**config.mk**
```make
export PLATFORM = sky130hd
export DESIGN_NAME = pci_cycle_sequencer
export DESIGN_NICKNAME = d
export VERILOG_FILES = /design/src/rtl/pci_bridge_pkg.sv /design/src/rtl/pci_timeout_counter.sv /design/src/rtl/pci_cycle_sequencer.sv
export SDC_FILE = /design/constraint.sdc
export NUM_CORES = 1
export LEC_CHECK = 0
export ABC_AREA = 1
export BUFFER_PORTS_ARGS = -buffer_cell sky130_fd_sc_hd__buf_2
export CAP_MARGIN = 20
export CELL_PAD_IN_SITES_DETAIL_PLACEMENT = 1
export CELL_PAD_IN_SITES_GLOBAL_PLACEMENT = 1
export CORE_AREA = 2 2 65 67
export DETAILED_ROUTE_END_ITERATION = 12
export DIE_AREA = 0 0 67 69
export GPL_TIMING_DRIVEN = 0
export PLACE_DENSITY = 0.71
export SLEW_MARGIN = 10
export SYNTH_ARGS = -nofsm -noshare
export SYNTH_HDL_FRONTEND = slang
export SYNTH_SLANG_ARGS = --single-unit
```
**constraint.sdc**
```tcl
create_clock -name CLK40 -period 1.4 [get_ports CLK40]
set_clock_uncertainty 0.1 [all_clocks]
set_input_delay 0.28 -clock CLK40 [delete_from_list [all_inputs] [get_ports CLK40]]
set_output_delay 0.28 -clock CLK40 [all_outputs]
set_load 0.005 [all_outputs]
```
**src/rtl/pci_bridge_pkg.sv**
```systemverilog
// Shared types and PCI command encodings for the 68040-to-PCI bridge master side.
package pci_bridge_pkg;

    typedef enum logic [2:0] {
        IDLE = 3'd0,
        REG  = 3'd1,
        ARB  = 3'd2,
        ADDR = 3'd3,
        DATA = 3'd4,
        ACK  = 3'd5,
        ERR  = 3'd6
    } state_e;

    localparam logic [3:0] CMD_IO_RD  = 4'h2;
    localparam logic [3:0] CMD_IO_WR  = 4'h3;
    localparam logic [3:0] CMD_MEM_RD = 4'h6;
    localparam logic [3:0] CMD_MEM_WR = 4'h7;
    localparam logic [3:0] CMD_CFG_RD = 4'hA;
    localparam logic [3:0] CMD_CFG_WR = 4'hB;

    // Decode results captured at transfer start.
    typedef struct packed {
        logic rd;
        logic cfg0;
        logic cfg1;
        logic io;
    } cycle_t;

    // Config outranks IO; anything else is memory.
    function automatic logic [3:0] pci_cmd(input cycle_t c);
        if (c.cfg0 || c.cfg1) return c.rd ? CMD_CFG_RD : CMD_CFG_WR;
        if (c.io)             return c.rd ? CMD_IO_RD  : CMD_IO_WR;
        return c.rd ? CMD_MEM_RD : CMD_MEM_WR;
    endfunction

endpackage

```
**src/rtl/pci_timeout_counter.sv**
```systemverilog
// Saturating event counter; hit flags the LIMIT-th (or later) enabled clock since clear.
module pci_timeout_counter #(
    parameter int LIMIT = 5
) (
    input  logic clk,
    input  logic rst,
    input  logic clr,
    input  logic en,
    output logic hit
);
    localparam int W = $clog2(LIMIT + 1);
    localparam logic [W-1:0] TC  = W'(LIMIT - 1);
    localparam logic [W-1:0] MAX = '1;

    logic [W-1:0] cnt;

    always_ff @(posedge clk or posedge rst) begin
        if (rst)                   cnt <= '0;
        else if (clr)              cnt <= '0;
        else if (en && cnt != MAX) cnt <= cnt + 1'b1;
    end

    assign hit = en && (cnt >= TC);

endmodule

```
**src/rtl/pci_cycle_sequencer.sv**
```systemverilog
// Master-side PCI cycle controller: one single-data-phase PCI transaction per CPU transfer,
// with retry/abort handling and local servicing of bridge-register hits.
module pci_cycle_sequencer
    import pci_bridge_pkg::*;
#(
    parameter int DEVSEL_TIMEOUT = 5,
    parameter int RETRY_LIMIT    = 16,
    parameter int GNT_TIMEOUT    = 64
) (
    input  logic       CLK40,
    input  logic       RESET,
    input  logic       TSn,
    input  logic       RWn,
    input  logic       BRIDGE_ENn,
    input  logic       CONFIG0_SPACE,
    input  logic       CONFIG1_SPACE,
    input  logic       IO_SPACE,
    input  logic       BRIDGE_REG_SPACE,
    input  logic       GNTn,
    input  logic       DEVSELn,
    input  logic       TRDYn,
    input  logic       STOPn,
    output logic       REQn,
    output logic       FRAMEn,
    output logic       IRDYn,
    output logic [3:0] CBE,
    output logic       AD_OE,
    output logic       CFG_TYPE1,
    output logic       REG_CS,
    output logic       TAn,
    output logic       TEAn,
    output logic       BUSY
);
    state_e state, state_nxt;
    cycle_t cyc;
    logic   turn;
    logic   devsel_hit, retry_hit, gnt_hit;
    logic   start, is_cfg, retry_ev, bus_idle;
    logic   in_xfer, in_arb;

    assign start    = (state == IDLE) && !TSn && !BRIDGE_ENn;
    assign is_cfg   = cyc.cfg0 || cyc.cfg1;
    assign retry_ev = (state == DATA) && !STOPn && TRDYn && !DEVSELn;
    assign bus_idle = FRAMEn && IRDYn;
    assign in_xfer  = (state == ADDR) || (state == DATA);
    assign in_arb   = (state == ARB) && !turn;

    always_comb begin
        state_nxt = state;
        unique case (state)
            IDLE: if (start) state_nxt = BRIDGE_REG_SPACE ? REG : ARB;
            REG:  state_nxt = ACK;
            ARB: begin
                if (in_arb && !GNTn && bus_idle) state_nxt = ADDR;
                else if (gnt_hit)                state_nxt = ERR;
            end
            ADDR: state_nxt = DATA;
            DATA: begin
                // Data taken wins even when STOP# accompanies it (disconnect-with-data).
                if (!DEVSELn && !TRDYn)          state_nxt = ACK;
                else if (retry_ev)               state_nxt = retry_hit ? ERR : ARB;
                else if (!STOPn)                 state_nxt = ERR;
                // Config master abort completes so software can probe empty slots.
                else if (DEVSELn && devsel_hit)  state_nxt = is_cfg ? ACK : ERR;
            end
            ACK:     state_nxt = IDLE;
            ERR:     state_nxt = IDLE;
            default: state_nxt = IDLE;
        endcase
    end

    always_ff @(posedge CLK40 or posedge RESET) begin
        if (RESET) begin
            state <= IDLE;
            cyc   <= '0;
            turn  <= 1'b0;
        end else begin
            state <= state_nxt;
            // One idle clock with REQ# released before re-arbitrating after a retry.
            turn  <= (state == DATA) && (state_nxt == ARB);
            if (start) cyc <= '{rd: RWn, cfg0: CONFIG0_SPACE, cfg1: CONFIG1_SPACE, io: IO_SPACE};
        end
    end

    pci_timeout_counter #(.LIMIT(DEVSEL_TIMEOUT)) u_devsel_cnt (
        .clk(CLK40), .rst(RESET), .clr(!in_xfer), .en(in_xfer), .hit(devsel_hit)
    );

    pci_timeout_counter #(.LIMIT(RETRY_LIMIT)) u_retry_cnt (
        .clk(CLK40), .rst(RESET), .clr((state == ACK) || (state == ERR)), .en(retry_ev),
        .hit(retry_hit)
    );

    pci_timeout_counter #(.LIMIT(GNT_TIMEOUT)) u_gnt_cnt (
        .clk(CLK40), .rst(RESET), .clr(!in_arb), .en(in_arb), .hit(gnt_hit)
    );

    assign REQn      = !in_arb;
    assign FRAMEn    = (state != ADDR);
    assign IRDYn     = (state != DATA);
    assign AD_OE     = (state == ADDR) || ((state == DATA) && !cyc.rd);
    assign CBE       = (state == ADDR) ? pci_cmd(cyc) : 4'h0;
    assign CFG_TYPE1 = (state == ADDR) && cyc.cfg1;
    assign REG_CS    = (state == REG);
    assign TAn       = (state != ACK);
    assign TEAn      = (state != ERR);
    assign BUSY      = (state != IDLE);

endmodule

```
==> metrics.txt <==
Worst Path Buf+Inv 3; Yosys cell types 25; fillers 473; # port buffers 25; CP Data Required Time 1.02 ns; outcome complete, but fails checks; CTS Buf Count 3; vias in the first global route 1493; gate count of the mapped netlist 164; Worst-Margin Slew 0.9277 ns; Initial Utilization 0.3331; crit path time final 1.695 ns; share of layout cells above drive strength 1 0.5158; mapped cell area 1304 sq um; initial antenna violation count 0; CTS H-tree depth 1; Sw Share 0.4264; crit-path most repeated cell inv_2; DRC Markers 0; crit start category register; sequential power share 0.307; Die Span X 67 um; die height 69 um; mean post-synth cell area 7.950 sq um; crit path max-delay cell type dfrtp_2; Overall Power 3.221 mW; routed vias 1354; final worst path period share 1.210; ANT nets after route 0; top post-synthesis cells by area dfrtp_1 44%, nand2_1 10%, ha_1 5.8%; GPL Wtd Cong 0.7911; P_sw 1.373 mW; crit-path max cell delay 0.48 ns; FF+latch count, synth 23; post-route cell area 2027 sq um; WS Path Type register to output pin; clk_lat worst skew 0.27 ns; WP data arrival 1.31 ns; Clk network pwr share 0.134; Core Util, Final 0.5179; WL per Instance 16.65 um; Reg clk slew, reported paths 0.09 ns; cell internal pwr 1.847 mW; Setup violations, final 28; CP Capture Type output pin; Max FO, Critical Path 5; final worst setup slack -0.2946 ns; Post-Route WL 4512 um; worst hold path type primary input to asynchronous set/reset pin; P_leak 0.9853 nW; Clock Sinks 23; initial DRC count 48; Top delay family on crit path flip-flops; GRT Residual Overflow 0; Layout area overhead 55.47%; Fmax 590.1 MHz; Final HPWL DP 2553 um; placed cell area 1501 sq um; Clock Tree Buf Depth 2; setup TNS -5.508 ns; final count of pins violating max slew 0; # rows 23; Hold Slack 0.1032 ns; Seq/Total Area, Yosys 0.4415; DR pass1 iterations 4; RSZ-0062 raised after global routing yes; top-area cell type share of the netlist area 0.4415; Root Buffer clkbuf_8; Total Routing Usage GR 0.2033; YS warnings 0; CTS tree yes; total of max-cap violations 0; relative slew slack 0.3809; final net count 241; CP Cell Sequence inv_2 > nand3_4 > nor2_4 > inv_2 > buf_2; full die area 4623 sq um; io pins 26; Hold Vio Cnt, Final 0; Max VDD drop 604.9 uV; largest area contributor in the netlist dfrtp_1; CTS hold repair buffers 0; syn nets 183; failing checks setup timing; first-pass GRT wire length 7169 um; core area 3914 sq um; Combinational Power Share 0.560; ant diodes 0; vias per cell 4.996; pwr/cell area 1589 nW/um^2; reg2reg setup slack -0.29 ns; largest net degree at the start of global routing 24
power by group through the flow:
stage               Sequential, mW  Clock [mW]  Combinational (mW)
floorplan                    0.937           0               0.635
global placement             0.953           0               0.873
detailed placement           0.968           0               0.912
CTS                          0.952       0.440                1.52
global route                  1.01       0.474                1.95
finish                       0.987       0.431                1.80
worst reg2reg max path, cell delays in order (launching register included):
cell      delay [ns]
dfrtp_1         0.38
buf_6           0.15
buf_4           0.15
o21ai_1         0.25
inv_2           0.09
nand2_2         0.14
clkinv_1        0.12
nor2_1          0.10
nand2_1         0.05
o21ai_1         0.07
final cells by class:
class | instances | area, sq um | share of cell area
flip-flops and latches | 23 | 578.1 | 0.2852
plain buffers | 1 | 11.26 | 0.005556
clock inverters | 1 | 5.005 | 0.002469
multi-input cells | 117 | 854.6 | 0.4216
clock buffers | 3 | 41.29 | 0.02037
well taps | 50 | 62.56 | 0.03086
repair buffers | 53 | 375.4 | 0.1852
inverters | 23 | 98.84 | 0.04877
registers in the layout, indices dropped and copies added (netlist names):
signal and count:
u_devsel_cnt.cnt 3, turn 1, state 3, cyc 4
u_gnt_cnt.cnt 7, u_retry_cnt.cnt 5
final timing paths:
kind | startpoint | endpoint | depth (start not counted)
setup / recovery | state[0] | REQn | 5
hold reg to reg | u_devsel_cnt.cnt[1] | u_devsel_cnt.cnt[1] | 2
setup reg to reg | state[1] | u_retry_cnt.cnt[4] | 9
max in group asynchronous | RESET | state[0] | 2
min in group CLK40 | RWn | cyc[3] | 3
hold / removal | RESET | u_retry_cnt.cnt[1] | 2
stage by stage:
step	instances	setup WS [ns]
after floorplan	164	-0.002013
after global placement	239	-0.1024
after detailed placement	239	-0.1679
after CTS	265	-0.2471
after global routing	271	-0.3771
final	271	-0.2946
routing by layer:
metal | vias up | track usage | share of wire | routed length, um
met4 | 0 | 0.06803 | 0.025 | 112
li1 | 649 | - | - | -
met5 | - | 0 | 0 | 0
met1 | 668 | 0.2420 | 0.40 | 1796
met3 | 12 | 0.03100 | 0.023 | 102
met2 | 25 | 0.3619 | 0.55 | 2501
Yosys cell counts:
cell	n
xor2_1	2
nor3_2	1
buf_6	1
nand2_2	2
a31oi_1	3
o21ai_0	7
nand2_1	35
nor2_1	18
nor3_1	3
inv_1	16
dfrtp_1	23
nand3_2	3
nor2_4	2
inv_2	6
nor3_4	1
a21oi_1	9
nor3b_1	1
nor4_1	1
clkinv_1	1
or2_2	1
ha_1	6
o21a_1	1
nand3_1	14
o21ai_1	6
or2_0	1
cell usage in the layout (no fill, tap or decap), drive strengths merged:
master	count
clkbuf	3
buf	54
or2	2
ha	6
o21a	1
o21ai	13
nor3b	1
inv	22
nor3	5
nand3	17
dfrtp	23
nor2	20
nor4	1
xor2	2
a31oi	3
a21oi	9
nand2	37
clkinv	2
logic make-up (layout without fill, tap and decap cells):
group,count (synthesis),after routing,synth area share
AO/OA/AOI/OAI,26,26,0.1046
XOR/XNOR,2,2,0.01344
adder cells (fa/ha/maj),6,6,0.05758
buffers and inverters,24,81,0.07485
flip-flops,23,23,0.4415
AND/OR/NAND/NOR,83,83,0.3081
what timing repair did:
item                       4_1_cts  5_1_grt
buffers inserted                22        6
pin swaps                       15       10
resized for setup               41       25
setup endpoints to repair       28       34
(Power assumes the default switching activity.)
